==> src/rtl/multicycle_control.sv <==
// Central sequencer for a multi-cycle RV32I datapath: shares one memory port between
// fetch and load/store, drives every datapath enable/select, and traps on faults.
module multicycle_control #(
    parameter int unsigned TIMEOUT_CYCLES = 255
) (
    input  logic       clk,
    input  logic       rst,
    input  logic       r_en,
    input  logic       i_en,
    input  logic       im_en,
    input  logic       s_en,
    input  logic       b_en,
    input  logic       jal_en,
    input  logic       jalr_en,
    input  logic       lui_en,
    input  logic       auipc_en,
    input  logic       branch_taken,
    input  logic       mem_ready,
    output logic       mem_req,
    output logic       mem_we,
    output logic       mem_addr_sel,
    output logic       ir_we,
    output logic       mdr_we,
    output logic       pc_we,
    output logic [1:0] pc_sel,
    output logic [1:0] alu_a_sel,
    output logic       alu_b_sel,
    output logic       rd_we,
    output logic [1:0] rd_sel,
    output logic       instret,
    output logic       trap,
    output logic [1:0] trap_cause,
    output logic [2:0] state
);

    typedef enum logic [2:0] {
        S_FETCH   = 3'd0,
        S_DECODE  = 3'd1,
        S_EXECUTE = 3'd2,
        S_MEM     = 3'd3,
        S_WB      = 3'd4,
        S_TRAP    = 3'd7
    } state_t;

    // The trap fires on the stall cycle that would bring the count up to the limit.
    localparam logic [7:0] LIMIT = 8'(TIMEOUT_CYCLES - 1);

    state_t     state_q, state_d;
    logic       trap_q, trap_d;
    logic [1:0] cause_q, cause_d;
    logic [7:0] cnt_q, cnt_d;

    logic       req_c, we_c, addr_c, ir_c, mdr_c, pcwe_c, b_c, rdwe_c, ret_c;
    logic [1:0] pcsel_c, a_c, rdsel_c;
    logic [8:0] flags;
    logic       one_hot;

    assign flags   = {auipc_en, lui_en, jalr_en, jal_en, b_en, s_en, im_en, i_en, r_en};
    assign one_hot = (flags != 9'd0) && ((flags & (flags - 9'd1)) == 9'd0);

    always_ff @(posedge clk or posedge rst) begin
        if (rst) begin
            state_q <= S_FETCH;
            trap_q  <= 1'b0;
            cause_q <= 2'd0;
            cnt_q   <= 8'd0;
        end else begin
            state_q <= state_d;
            trap_q  <= trap_d;
            cause_q <= cause_d;
            cnt_q   <= cnt_d;
        end
    end

    always_comb begin
        state_d = state_q;
        trap_d  = trap_q;
        cause_d = cause_q;
        cnt_d   = 8'd0;
        req_c   = 1'b0;
        we_c    = 1'b0;
        addr_c  = 1'b0;
        ir_c    = 1'b0;
        mdr_c   = 1'b0;
        pcwe_c  = 1'b0;
        pcsel_c = 2'd0;
        a_c     = 2'd0;
        b_c     = 1'b0;
        rdwe_c  = 1'b0;
        rdsel_c = 2'd0;
        ret_c   = 1'b0;

        unique case (state_q)
            S_FETCH: begin
                req_c = 1'b1;
                if (mem_ready) begin
                    ir_c    = 1'b1;
                    state_d = S_DECODE;
                end else if (cnt_q == LIMIT) begin
                    state_d = S_TRAP;
                    trap_d  = 1'b1;
                    cause_d = 2'd2;
                end else begin
                    cnt_d = cnt_q + 8'd1;
                end
            end
            S_DECODE: begin
                if (one_hot) begin
                    state_d = S_EXECUTE;
                end else begin
                    state_d = S_TRAP;
                    trap_d  = 1'b1;
                    cause_d = 2'd1;
                end
            end
            S_EXECUTE: begin
                if (r_en) begin
                    state_d = S_WB;
                end else if (i_en) begin
                    b_c     = 1'b1;
                    state_d = S_WB;
                end else if (lui_en) begin
                    a_c     = 2'd2;
                    b_c     = 1'b1;
                    state_d = S_WB;
                end else if (auipc_en) begin
                    a_c     = 2'd1;
                    b_c     = 1'b1;
                    state_d = S_WB;
                end else if (im_en || s_en) begin
                    b_c     = 1'b1;
                    state_d = S_MEM;
                end else if (b_en) begin
                    pcwe_c  = 1'b1;
                    pcsel_c = branch_taken ? 2'd1 : 2'd0;
                    ret_c   = 1'b1;
                    state_d = S_FETCH;
                end else if (jal_en) begin
                    pcwe_c  = 1'b1;
                    pcsel_c = 2'd1;
                    rdwe_c  = 1'b1;
                    rdsel_c = 2'd2;
                    ret_c   = 1'b1;
                    state_d = S_FETCH;
                end else if (jalr_en) begin
                    b_c     = 1'b1;
                    pcwe_c  = 1'b1;
                    pcsel_c = 2'd2;
                    rdwe_c  = 1'b1;
                    rdsel_c = 2'd2;
                    ret_c   = 1'b1;
                    state_d = S_FETCH;
                end else begin
                    state_d = S_TRAP;
                    trap_d  = 1'b1;
                    cause_d = 2'd1;
                end
            end
            S_MEM: begin
                req_c  = 1'b1;
                addr_c = 1'b1;
                we_c   = s_en;
                b_c    = 1'b1;
                if (mem_ready) begin
                    if (s_en) begin
                        pcwe_c  = 1'b1;
                        ret_c   = 1'b1;
                        state_d = S_FETCH;
                    end else begin
                        mdr_c   = 1'b1;
                        state_d = S_WB;
                    end
                end else if (cnt_q == LIMIT) begin
                    state_d = S_TRAP;
                    trap_d  = 1'b1;
                    cause_d = 2'd2;
                end else begin
                    cnt_d = cnt_q + 8'd1;
                end
            end
            S_WB: begin
                rdwe_c  = 1'b1;
                rdsel_c = im_en ? 2'd1 : 2'd0;
                pcwe_c  = 1'b1;
                ret_c   = 1'b1;
                state_d = S_FETCH;
            end
            default: begin
                state_d = S_TRAP;
            end
        endcase
    end

    // Every output is held low during reset so nothing is requested or written.
    assign mem_req      = req_c & ~rst;
    assign mem_we       = we_c & ~rst;
    assign mem_addr_sel = addr_c & ~rst;
    assign ir_we        = ir_c & ~rst;
    assign mdr_we       = mdr_c & ~rst;
    assign pc_we        = pcwe_c & ~rst;
    assign pc_sel       = rst ? 2'd0 : pcsel_c;
    assign alu_a_sel    = rst ? 2'd0 : a_c;
    assign alu_b_sel    = b_c & ~rst;
    assign rd_we        = rdwe_c & ~rst;
    assign rd_sel       = rst ? 2'd0 : rdsel_c;
    assign instret      = ret_c & ~rst;
    assign trap         = trap_q & ~rst;
    assign trap_cause   = rst ? 2'd0 : cause_q;
    assign state        = rst ? 3'd0 : state_q;

endmodule
==> config.mk <==
export PLATFORM = sky130hd
export DESIGN_NAME = multicycle_control
export DESIGN_NICKNAME = d
export VERILOG_FILES = /design/src/rtl/multicycle_control.sv
export SDC_FILE = /design/constraint.sdc
export NUM_CORES = 1
export LEC_CHECK = 0
export BUFFER_PORTS_ARGS = -buffer_cell sky130_fd_sc_hd__buf_2
export CELL_PAD_IN_SITES_DETAIL_PLACEMENT = 1
export CELL_PAD_IN_SITES_GLOBAL_PLACEMENT = 1
export CORE_UTILIZATION = 39
export CTS_CLUSTER_SIZE = 12
export DETAILED_ROUTE_END_ITERATION = 16
export GPL_TIMING_DRIVEN = 0
export PLACE_DENSITY = 0.92
export SYNTH_ARGS = -nofsm -noshare
export SYNTH_HDL_FRONTEND = slang
export SYNTH_SLANG_ARGS = --single-unit
==> constraint.sdc <==
create_clock -name clk -period 4.05 [get_ports clk]
set_input_delay 0.405 -clock clk [delete_from_list [all_inputs] [get_ports clk]]
set_output_delay 0.405 -clock clk [all_outputs]
set_load 0.005 [all_outputs]
==> impl_metrics.tcl <==
set metrics [dict create \
    max_slew_margin_pct 64.30 \
    synth_ff_type "dfrtp_1" \
    cts_max_path_buffers 2 \
    cp-end-kind "primary output" \
    worst_pin_slew_ns 0.5349 \
    critical_path_class "register to primary output" \
    synthTopCellsByCount "nor2_1 (23), dfrtp_1 (14), nor3_1 (9)" \
    yosysMostFrequentCell "nor2_1" \
    cts_buffers 3 \
    seq_area_frac_synth_pct 30.20 \
    crit_fanout 10 \
    finalCritPeriodShare_pct 61.26 \
    place_inst 206 \
    max_freq_mhz 403.1 \
    wirelength_um 3021 \
    worst_ep_arrival_time_ns 2.08 \
    cts-resized-gates 0 \
    vias_per_cell 5.737 \
    stdcell_area_um2 1371 \
    finalHoldViolCount 0 \
    antenna_found_initial 0 \
    cp-start-kind "register" \
    syn_inst 145 \
    hold_ws_ns 0.2026 \
    synth_top_area_share_pct 30.20 \
    antennaDiodeCount 0 \
    clkTransAtPathRegs_ns 0.07 \
    hold_class "input port to asynchronous set/reset pin" \
    yosys_warnings 0 \
    firstDrtPassIters 4 \
    dp_hpwl_um 2430 \
    core_area_um2 2781 \
    max_cap_viol_count 0 \
    multi_input_area_um2 737.0 \
    port-buffer-count 30 \
    ff_latch_area_um2 350.3 \
    finish.utilization_pct 49.30 \
    holdBufCountCts 0 \
    area_delta_synth_final_pct 18.23 \
    drc 0 \
    io-pin-count 34 \
    wl_per_cell_um 14.45 \
    cp.required_ns 3.64 \
    powerDensity_nw_per_um2 190.8 \
    finalCriticalPeriod_ns 2.481 \
    syn-cell-area_um2 1160 \
    die_area_um2 3196 \
    cts_tree "yes" \
    avgSynthCellArea_um2 7.999 \
    outcome "complete, no violations" \
    fin_nets 195 \
    final_max_slew_viol_count 0 \
    layout-drive-gt1-share_pct 24.72 \
    track_usage_pct 20.88 \
    antenna_left 0 \
    async_reset_ff_share_pct 100.0 \
    initial_core_util_pct 41.70 \
    drt_iter0_markers 42 \
    cts_post_setup_buffers_inserted 0 \
    place.gp.congestion 0.8046 \
    grt_overflow 0 \
    grt_max_degree 16 \
    routed-via-count 1199 \
    clkSinkCount 14 \
    postPlaceCellArea_um2 1349 \
    p_leak_nw 0.5946 \
    peakVddDrop_uv 173.3 \
    syn_nets 160 \
    setup_tns_ns 0 \
    synthTopCellsByArea "dfrtp_1 (30%), nor2_1 (7.4%), xor2_1 (4.5%)" \
    rows 19 \
    stdcell_count 209 \
    yosysUniqueCellTypes 46 \
    synth_area_leader_cell "dfrtp_1" \
    fin_skew_ns 0.002364 \
    fillers 363 \
    grt_pass1_vias 1227 \
    die_h_um 56.54 \
    cts.htree.levels 1 \
    clock-root-buffer "clkbuf_4" \
    clk_latency_ns 0.28 \
    grt_pass1_wl_um 5299 \
    ys_ff_latch 14 \
    setup_viol 0 \
    synth_edf_count 0 \
    die_w_um 56.54 \
    rsz0062_at_grt "no" \
]
## final timing paths
path	from	to	slack (ns)	depth (start not counted)
max	state_q[1]$_DFF_PP0_	pc_we	1.57	8
min	rst	trap_q$_DFFE_PP0P_	0.20	2
max reg2reg	cnt_q[0]$_DFF_PP0_	cause_q[1]$_DFFE_PP0P_	2.29	7
min reg2reg	trap_q$_DFFE_PP0P_	trap_q$_DFFE_PP0P_	0.46	1
max in group asynchronous	rst	cnt_q[6]$_DFF_PP0_	3.49	2
min in group clk	trap_q$_DFFE_PP0P_	trap_q$_DFFE_PP0P_	0.46	1
## power by group
part	internal, mW	total (mW)	leakage (nW)	switching, mW
logic	0.0165	0.0444	0.411	0.0279
registers	0.142	0.143	0.170	0.00102
clock network	0.0345	0.0745	0.0138	0.0400
## critical path, cell delays in order, from the launching register on
cell	delay, ns
dfrtp_1	0.35
clkbuf_1	0.28
nor2b_1	0.42
nand4b_1	0.15
a21oi_1	0.19
a41oi_1	0.06
nor2_1	0.13
buf_4	0.12
buf_2	0.10
## sequential cells by signal, indices dropped and copies added, names as in the netlist
signal   count
state_q      3
trap_q       1
cause_q      2
cnt_q        8
## metal layers
metal	vias up	routed length [um]	global-route usage [%]
met5	-	0	0
li1	592	-	-
met2	30	1540	37.48
met3	7	121	2.304
met1	570	1287	24.60
met4	0	72	9.756
## area by class of cell
cell class	count	area share, %
inverter	7	1.916
multi-input combinational	116	53.74
clock buffer	3	1.642
buffer	8	3.376
sequential	14	25.55
tap	31	2.828
timing repair buffer	30	10.95
## placed cells by master, fill, tap and decap left out, types with 4 or more instances in the layout
master     n
nand4_1    4
nor2_1    23
o21ai_0    5
xor2_1     6
nor2b_1    8
nor3_1     9
nand2_1    5
dfrtp_1   14
nand3_1    6
buf_2     31
a21oi_1    7
clkbuf_1   4
and3_1     4
inv_1      7
## metrics by stage
step | total power [mW] | setup slack (ns)
final | 0.2617 | 1.569
after global routing | 0.2756 | 1.334
after CTS | 0.2675 | 1.536
after detailed placement | 0.1897 | 1.855
after global placement | 0.1871 | 1.900
after floorplan | 0.1700 | 2.198
## logic make-up (layout without fill, tap and decap cells)
family	Yosys count	in the layout	share of synthesized area, %
and+or+nand+nor	77	77	36.25
muxes	3	3	2.589
buffers and inverters	15	48	6.256
adders and majority gates	3	3	3.020
DFF	14	14	30.21
AOI/OAI and AO/OA	26	26	16.40
xor gates and xnor gates	7	7	5.286
Power figures use the tool's default switching activity.
